File: src/rtl/match_controller.sv
// Best-of-N match sequencer: intro countdown, fight, round-end pause, match-end hold.
// Define PAUSE_EN to add the i_pause_req port and the PAUSED phase.
module match_controller #(
  parameter int INTRO_FRAMES = 90,
  parameter int PAUSE_FRAMES = 120,
  parameter int WINS_NEEDED  = 2,
  parameter int MAX_ROUNDS   = 5
) (
  input  logic       i_clk,
  input  logic       i_rst,
  input  logic       i_frame_tick,
  input  logic       i_start,
  input  logic       i_game_over,
  input  logic [1:0] i_health1,
  input  logic [1:0] i_health2,
  input  logic [7:0] i_time_left,
`ifdef PAUSE_EN
  input  logic       i_pause_req,
`endif
  output logic       o_round_rst,
  output logic       o_play_en,
  output logic [2:0] o_phase,
  output logic [2:0] o_round_num,
  output logic [1:0] o_wins1,
  output logic [1:0] o_wins2,
  output logic [1:0] o_round_winner,
  output logic [1:0] o_match_winner
);

  typedef enum logic [2:0] {
    S_IDLE      = 3'd0,
    S_INTRO     = 3'd1,
    S_FIGHT     = 3'd2,
    S_ROUND_END = 3'd3,
    S_MATCH_END = 3'd4,
    S_PAUSED    = 3'd5
  } state_t;

  localparam logic [7:0] L_INTRO  = 8'(INTRO_FRAMES);
  localparam logic [7:0] L_PAUSE  = 8'(PAUSE_FRAMES);
  localparam logic [1:0] L_WINS   = 2'(WINS_NEEDED);
  localparam logic [2:0] L_ROUNDS = 3'(MAX_ROUNDS);

  state_t     r_state, w_state;
  logic [7:0] r_count, w_count;
  logic [2:0] r_round_num, w_round_num;
  logic [1:0] r_wins1, w_wins1, r_wins2, w_wins2;
  logic [1:0] r_round_winner, w_round_winner;
  logic [1:0] r_match_winner, w_match_winner;
  logic       r_play_en, w_play_en, r_round_rst, w_round_rst;
  logic [7:0] w_count_dec;
  logic [1:0] w_verdict;

  // Time-out rounds are resolved by health alone, so the timer value carries no extra information.
  logic w_unused_time;
  assign w_unused_time = ^i_time_left;

  assign w_count_dec = (r_count != 8'd0) ? r_count - 8'd1 : r_count;

  always_comb begin
    w_verdict = 2'd3;
    if (i_health1 == 2'd0 && i_health2 == 2'd0) w_verdict = 2'd3;
    else if (i_health2 == 2'd0)                 w_verdict = 2'd1;
    else if (i_health1 == 2'd0)                 w_verdict = 2'd2;
    else if (i_health1 > i_health2)             w_verdict = 2'd1;
    else if (i_health2 > i_health1)             w_verdict = 2'd2;
  end

  always_comb begin
    w_state        = r_state;
    w_count        = r_count;
    w_round_num    = r_round_num;
    w_wins1        = r_wins1;
    w_wins2        = r_wins2;
    w_round_winner = r_round_winner;
    w_match_winner = r_match_winner;
    w_round_rst    = 1'b0;
    case (r_state)
      S_IDLE, S_MATCH_END: begin
        if (i_start) begin
          w_state        = S_INTRO;
          w_round_num    = 3'd1;
          w_wins1        = 2'd0;
          w_wins2        = 2'd0;
          w_round_winner = 2'd0;
          w_match_winner = 2'd0;
          w_round_rst    = 1'b1;
          w_count        = L_INTRO;
        end
      end
      S_INTRO: begin
        if (i_frame_tick) begin
          w_count = w_count_dec;
          if (r_count == 8'd1) w_state = S_FIGHT;
        end
      end
      S_FIGHT: begin
        if (i_game_over) begin
          w_state        = S_ROUND_END;
          w_round_winner = w_verdict;
          w_count        = L_PAUSE;
          if (w_verdict == 2'd1 && r_wins1 != 2'd3) w_wins1 = r_wins1 + 2'd1;
          if (w_verdict == 2'd2 && r_wins2 != 2'd3) w_wins2 = r_wins2 + 2'd1;
        end
`ifdef PAUSE_EN
        else if (i_pause_req) begin
          w_state = S_PAUSED;
        end
`endif
      end
      S_ROUND_END: begin
        if (i_frame_tick) begin
          w_count = w_count_dec;
          if (r_count == 8'd1) begin
            if (r_wins1 == L_WINS) begin
              w_state        = S_MATCH_END;
              w_match_winner = 2'd1;
            end else if (r_wins2 == L_WINS) begin
              w_state        = S_MATCH_END;
              w_match_winner = 2'd2;
            end else if (r_round_num == L_ROUNDS) begin
              w_state        = S_MATCH_END;
              w_match_winner = 2'd3;
            end else begin
              w_state     = S_INTRO;
              w_round_num = r_round_num + 3'd1;
              w_round_rst = 1'b1;
              w_count     = L_INTRO;
            end
          end
        end
      end
`ifdef PAUSE_EN
      S_PAUSED: begin
        if (i_pause_req) w_state = S_FIGHT;
      end
`endif
      default: w_state = S_IDLE;
    endcase
    w_play_en = (w_state == S_FIGHT);
  end

  always_ff @(posedge i_clk or posedge i_rst) begin
    if (i_rst) begin
      r_state        <= S_IDLE;
      r_count        <= 8'd0;
      r_round_num    <= 3'd0;
      r_wins1        <= 2'd0;
      r_wins2        <= 2'd0;
      r_round_winner <= 2'd0;
      r_match_winner <= 2'd0;
      r_play_en      <= 1'b0;
      r_round_rst    <= 1'b0;
    end else begin
      r_state        <= w_state;
      r_count        <= w_count;
      r_round_num    <= w_round_num;
      r_wins1        <= w_wins1;
      r_wins2        <= w_wins2;
      r_round_winner <= w_round_winner;
      r_match_winner <= w_match_winner;
      r_play_en      <= w_play_en;
      r_round_rst    <= w_round_rst;
    end
  end

  assign o_phase        = r_state;
  assign o_round_num    = r_round_num;
  assign o_wins1        = r_wins1;
  assign o_wins2        = r_wins2;
  assign o_round_winner = r_round_winner;
  assign o_match_winner = r_match_winner;
  assign o_play_en      = r_play_en;
  assign o_round_rst    = r_round_rst;

endmodule

File: config.mk
export PLATFORM = sky130hd
export DESIGN_NAME = match_controller
export DESIGN_NICKNAME = d
export VERILOG_FILES = /design/src/rtl/match_controller.sv
export SDC_FILE = /design/constraint.sdc
export NUM_CORES = 1
export LEC_CHECK = 0
export BUFFER_PORTS_ARGS = -buffer_cell sky130_fd_sc_hd__buf_2
export CAP_MARGIN = 40
export CORE_ASPECT_RATIO = 0.6
export CORE_MARGIN = 3
export CORE_UTILIZATION = 35
export DETAILED_ROUTE_END_ITERATION = 10
export HOLD_SLACK_MARGIN = 0.15
export PLACE_DENSITY = 0.62
export SETUP_SLACK_MARGIN = 0.3
export SLEW_MARGIN = 20
export SYNTH_ARGS = -nofsm -noshare
export SYNTH_HDL_FRONTEND = slang
export SYNTH_SLANG_ARGS = --single-unit
File: constraint.sdc
create_clock -name i_clk -period 5.69 [get_ports i_clk]
set_input_delay 0.2845 -clock i_clk [delete_from_list [all_inputs] [get_ports i_clk]]
set_output_delay 0.2845 -clock i_clk [all_outputs]
set_load 0.01 [all_outputs]
Yosys cells after proc, flatten, opt, wreduce, memory -nomap -nowiden
Index checks and enable logic that the tools add are counted.
W data, S select, Z words.

storage, ports and cells
  output and inout bits = 16
  input port bits = 17
  bits in registers = 24
  word-level logic and storage cells = 110

operators by class
  multiplexer cells = 54
  $lt $le $gt $ge = 2
  equal/unequal tests = 24
  $add $sub $neg = 4
  reduce and logical (&&, ||, !) cells = 17

operator list
  operator               number
  $mux W8                9
  $mux W3                15
  $pmux W8 S4            1
  $mux W2                15
  $ne A2 B2 Y1 const B   12
  $pmux W2 S2            4
  $pmux W3 S4            1
  $reduce_and A5 Y1      2
  $eq A3 B2 Y1 const B   3
  $eq A8 B1 Y1 const B   1
  $reduce_and A4 Y1      2
  $reduce_bool A8 Y1     1
  $sub A8 B1 Y8 const B  1
  $mux W1                7
  $reduce_and A7 Y1      1
  $eq A2 B2 Y1 const B   3
  $eq A3 B3 Y1 const B   2
  $pmux W3 S2            1
  $add A2 B1 Y2 const B  2
  $gt A2 B2 Y1           2
  $logic_not A2 Y1       2
  $ne A4 B4 Y1 const B   1
  $reduce_bool A2 Y1     2
  $reduce_bool A4 Y1     1
  8 further kinds        10

Depth between registers and ports, before layout
  depth after elaboration = 11
  mapped depth = 6
  gate-level depth less buffers = 6

Least setup slack after synthesis
OpenSTA, ideal clock, no wires.

  path type = flip-flop to flip-flop
  start point = register r_wins2[0] (netlist: o_wins2[0])
  end point = register r_count[5]
  buffers on the path = 0
  stages on the path, launching flop included = 7
  library setup time = 126 ps
  required time = 5,564 ps
  clock period less this slack = 2,108 ps
  path slack = 3,582 ps
  data arrival time = 1,982 ps
  cells stage by stage = dfrtp_1 inv_1 ha_1 a211o_1 o41ai_4 o21ai_1 a221o_1

on the way
  longest elaborated chain between the ends = 6

RTL lines
  what                    line  source
  from (decl)             47    logic [1:0] r_wins1, w_wins1, r_wins2, w_wins2;
  from (signal assigned)  159   r_wins2 <= w_wins2;
  $eq A2 B2 Y1            118   end else if (r_wins2 == L_WINS) begin
  $mux W8                 118
  $mux W8                 115   if (r_wins1 == L_WINS) begin
  $mux W8                 114   if (r_count == 8'd1) begin
  $mux W8                 112   if (i_frame_tick) begin
  $pmux W8 S4             78    case (r_state)
  to (signal assigned)    156   r_count <= w_count;
  to (decl)               45    logic [7:0] r_count, w_count;

No other way between the ends. The select of a mux whose other input is x is not followed.
A chain may end at the register's enable or synchronous reset.

Worst setup path after layout
  start point = register r_count[1]
  end point = register r_match_winner[1] (netlist: o_match_winner[1])

on the way
  longest elaborated chain between the ends = 3

RTL lines
  what                         line  source
  $eq A8 B1 Y1                 114
  $ne A2 B2 Y1 (no line)       n/a
  $reduce_and A5 Y1 (no line)  n/a
  to (signal assigned)         161   r_match_winner <= w_match_winner;
  to (decl)                    49    logic [1:0] r_match_winner, w_match_winner;

No other way between the ends.

==> metrics.yaml <==
timing:
  rsz0062_at_grt: "false"
  setup_tns_ns: 0
  worstMarginPinSlew_ns: 0.721
  whs_ns: 0.334
  hold_viol: 0
  final.period_utilization_pct: 41.6
  setup_slack_ns: 3.32
  drv_slew: 0
  finalSetupViolations: 0
  min_period_ns: 2.37
  slew_headroom_pct: 51.3
  max_freq_ghz: 0.423
  fin_skew_ns: 0.00301
synthesis:
  synth-simple-area-share_pct: 21.9
  synthArstFlopShare_pct: 100
  netlist_instances: 166
  synth_mux_area_share_pct: 3.28
  synth_compound_area_share_pct: 23.8
  syn_area_per_cell_sq_um: 9.42
  netlist-cell-type-count: 49
  synth.cell_area_sq_mm: 0.00156
  synth_top_family_by_area: "compound AO/OA/AOI/OAI gates"
  synth_edf_count: 0
  synth_seq_cells: 24
  yosys_warnings: 0
  yosysSeqAreaShare_pct: 38.4
  synth_xor_area_share_pct: 0.560
  synthAdderAreaFrac_pct: 8.00
  synth.net_count: 193
  synth_ff_type: "dfrtp_1"
global_route:
  antenna_found_initial: 0
  grt_pass1_wl_mm: 6.47
  grt_pass1_vias: 1267
  grt-ovfl-total: 0
  grt_usage_pct: 15.2
  grt_max_degree: 17
clocking:
  cts-root-buf: "clkbuf_8"
  cts_resized: 0
  clk_latency_ns: 0.26
  ctsLongestPathBuffers: 2
  htreeDepth: 1
  cts_setup_buffers: 0
  cts_buffers: 3
  cts_sinks: 24
  clk_pin_slew_worst_paths_ns: 0.08
  holdBufCountCts: 1
  cts_tree: "yes"
drt:
  drc: 0
  avgViaCountPerCell: 5.47
  antenna_left: 0
  drtIter0Drc: 68
  vias: 1379
  dr.pass1.iters: 4
  wire_per_inst_microns: 15.1
  drt-total-wl_mm: 3.80
placement:
  pre_cts_ws_ns: 3.33
  port_buffers: 24
  routabilityCongestion: 0.842
  hpwl_mm: 2.96
job:
  cap_viol_max_count: 0
floorplan:
  fp.coreArea_sq_mm: 0.00421
  rows: 18
  dieArea_sq_mm: 0.00533
  die_h_microns: 57.8
  initial_core_util_pct: 37.1
  die_w_microns: 92.3
  pin_count: 33
critical_path:
  arrival_ns: 2.55
  required_ns: 5.88
  end_kind: "flop"
  setup.worst_path.start_class: "flop"
  cp_max_fo: 5
  crit_type: "flop to flop"
run_status:
  status: "finished clean"
power_and_ir_drop:
  powerDensity_mw_per_mm2: 422
  peakVddDrop_uv: 207
  leakage_nw: 0.831
layout:
  layout.nets: 221
  drive_above_1_share_pct: 19.3
  num_antenna_cells: 0
  area_delta_synth_final_pct: 16.9
hold_path:
  worstHoldPathType: "input port to flop"
==> cells in the mapped netlist, drive strengths merged (4+ instances only) <==
cell,instances,area (sq um)
mux2i,4,40.0
a211oi,4,30.0
ha,10,125
dfrtp,24,601
a21oi,4,20.0
inv,11,41.3
nor3,4,25.0
nor2b,5,31.3
o21ai,15,75.1
nor2,11,41.3
nand2,12,45.0
nand3b,4,30.0
==> power by group <==
group | switching, mW | internal [mW] | total [mW]
Clock | 0.0518 | 0.0473 | 0.0992
Sequential | 0.0809 | 0.234 | 0.315
Combinational | 0.205 | 0.152 | 0.357
==> final cells by class <==
cell class	instances	area, sq um
inverters	11	41.3
multi-input cells	126	900
clock buffers	3	41.3
fillers	436	2380
well taps	60	75.1
repair buffers	28	170
flip-flops and latches	24	601
==> routing by layer <==
layer | share of wire, % | vias up | GRT usage (%) | wire length [microns]
met3 | 6.8 | 0 | 3.89 | 258
li1 | - | 684 | - | -
met1 | 56 | 659 | 25.5 | 2130
met2 | 37 | 36 | 19.6 | 1410
met4 | 0 | 0 | 1.27 | 0
met5 | 0 | - | 0 | 0
==> cell usage in the layout (no fill, tap or decap), drive strengths merged, types with 2 or more instances in the layout <==
cell type | Yosys | layout
o21ai | 15 | 15
nor4 | 3 | 3
ha | 10 | 10
or3b | 2 | 2
o41ai | 3 | 3
o21a | 2 | 2
o31ai | 2 | 2
o22a | 2 | 2
nor2 | 11 | 11
a32o | 2 | 2
or4b | 2 | 2
clkbuf | 2 | 3
mux2i | 4 | 4
dfrtp | 24 | 24
a31oi | 3 | 3
buf | 3 | 27
nand3 | 2 | 2
o31a | 2 | 2
a211o | 2 | 2
nand4 | 3 | 3
nand2 | 12 | 12
nor2b | 5 | 5
a21o | 3 | 3
nand3b | 4 | 4
and3 | 2 | 2
nor3 | 4 | 4
a21oi | 4 | 4
nor3b | 2 | 2
inv | 11 | 11
a211oi | 4 | 4
nor4b | 2 | 2
==> flip-flops by register name (all words and copies together), names as in the netlist <==
| name | count |
|---|---|
| o_wins2 | 2 |
| o_phase | 3 |
| r_count | 8 |
| o_round_winner | 2 |
| o_round_rst | 1 |
| o_play_en | 1 |
| o_round_num | 3 |
| o_match_winner | 2 |
| o_wins1 | 2 |
==> path summary, 6_finish.rpt <==
| check | from | cells after the start | slack [ns] | endpoint |
|---|---|---|---|---|
| max in group asynchronous | i_rst | 4 | 4.70 | o_phase[2] |
| worst max-delay path | r_count[1] | 6 | 3.32 | o_match_winner[1] |
| worst min register to register | o_round_winner[1] | 2 | 0.48 | o_round_winner[1] |
| worst max register to register | r_count[1] | 6 | 3.32 | o_match_winner[1] |
| worst min-delay path | i_frame_tick | 3 | 0.33 | o_round_num[2] |
| min in group asynchronous | i_rst | 3 | 0.56 | r_count[0] |
==> cells by family after synthesis <==
group | count (synthesis)
adder cells (fa/ha/maj) | 10
buffers and inverters | 16
AO/OA/AOI/OAI | 51
flip-flops | 24
XOR/XNOR | 1
multiplexers | 5
AND/OR/NAND/NOR | 59
==> metrics by stage <==
step / instances / area [sq um] / utilization [%] / total power, mW
global route: 252 / 1830 / 43.4 / 0.844
finish: 252 / 1830 / 43.4 / 0.771
floorplan: 166 / 1560 / - / 0.553
CTS: 252 / 1830 / 43.4 / 0.776
detailed placement: 248 / 1780 / 42.2 / 0.671
global placement: 246 / 1740 / 41.4 / 0.660
==> worst max-delay path, cell delays in order, from the launching register on <==
cell and delay, ns:
dfrtp_1 0.42, inv_1 0.11, ha_1 0.17, nor4b_1 0.58, nand3_1 0.31, nor3_1 0.44
mux2i_1 0.25
(Power assumes the default switching activity.)
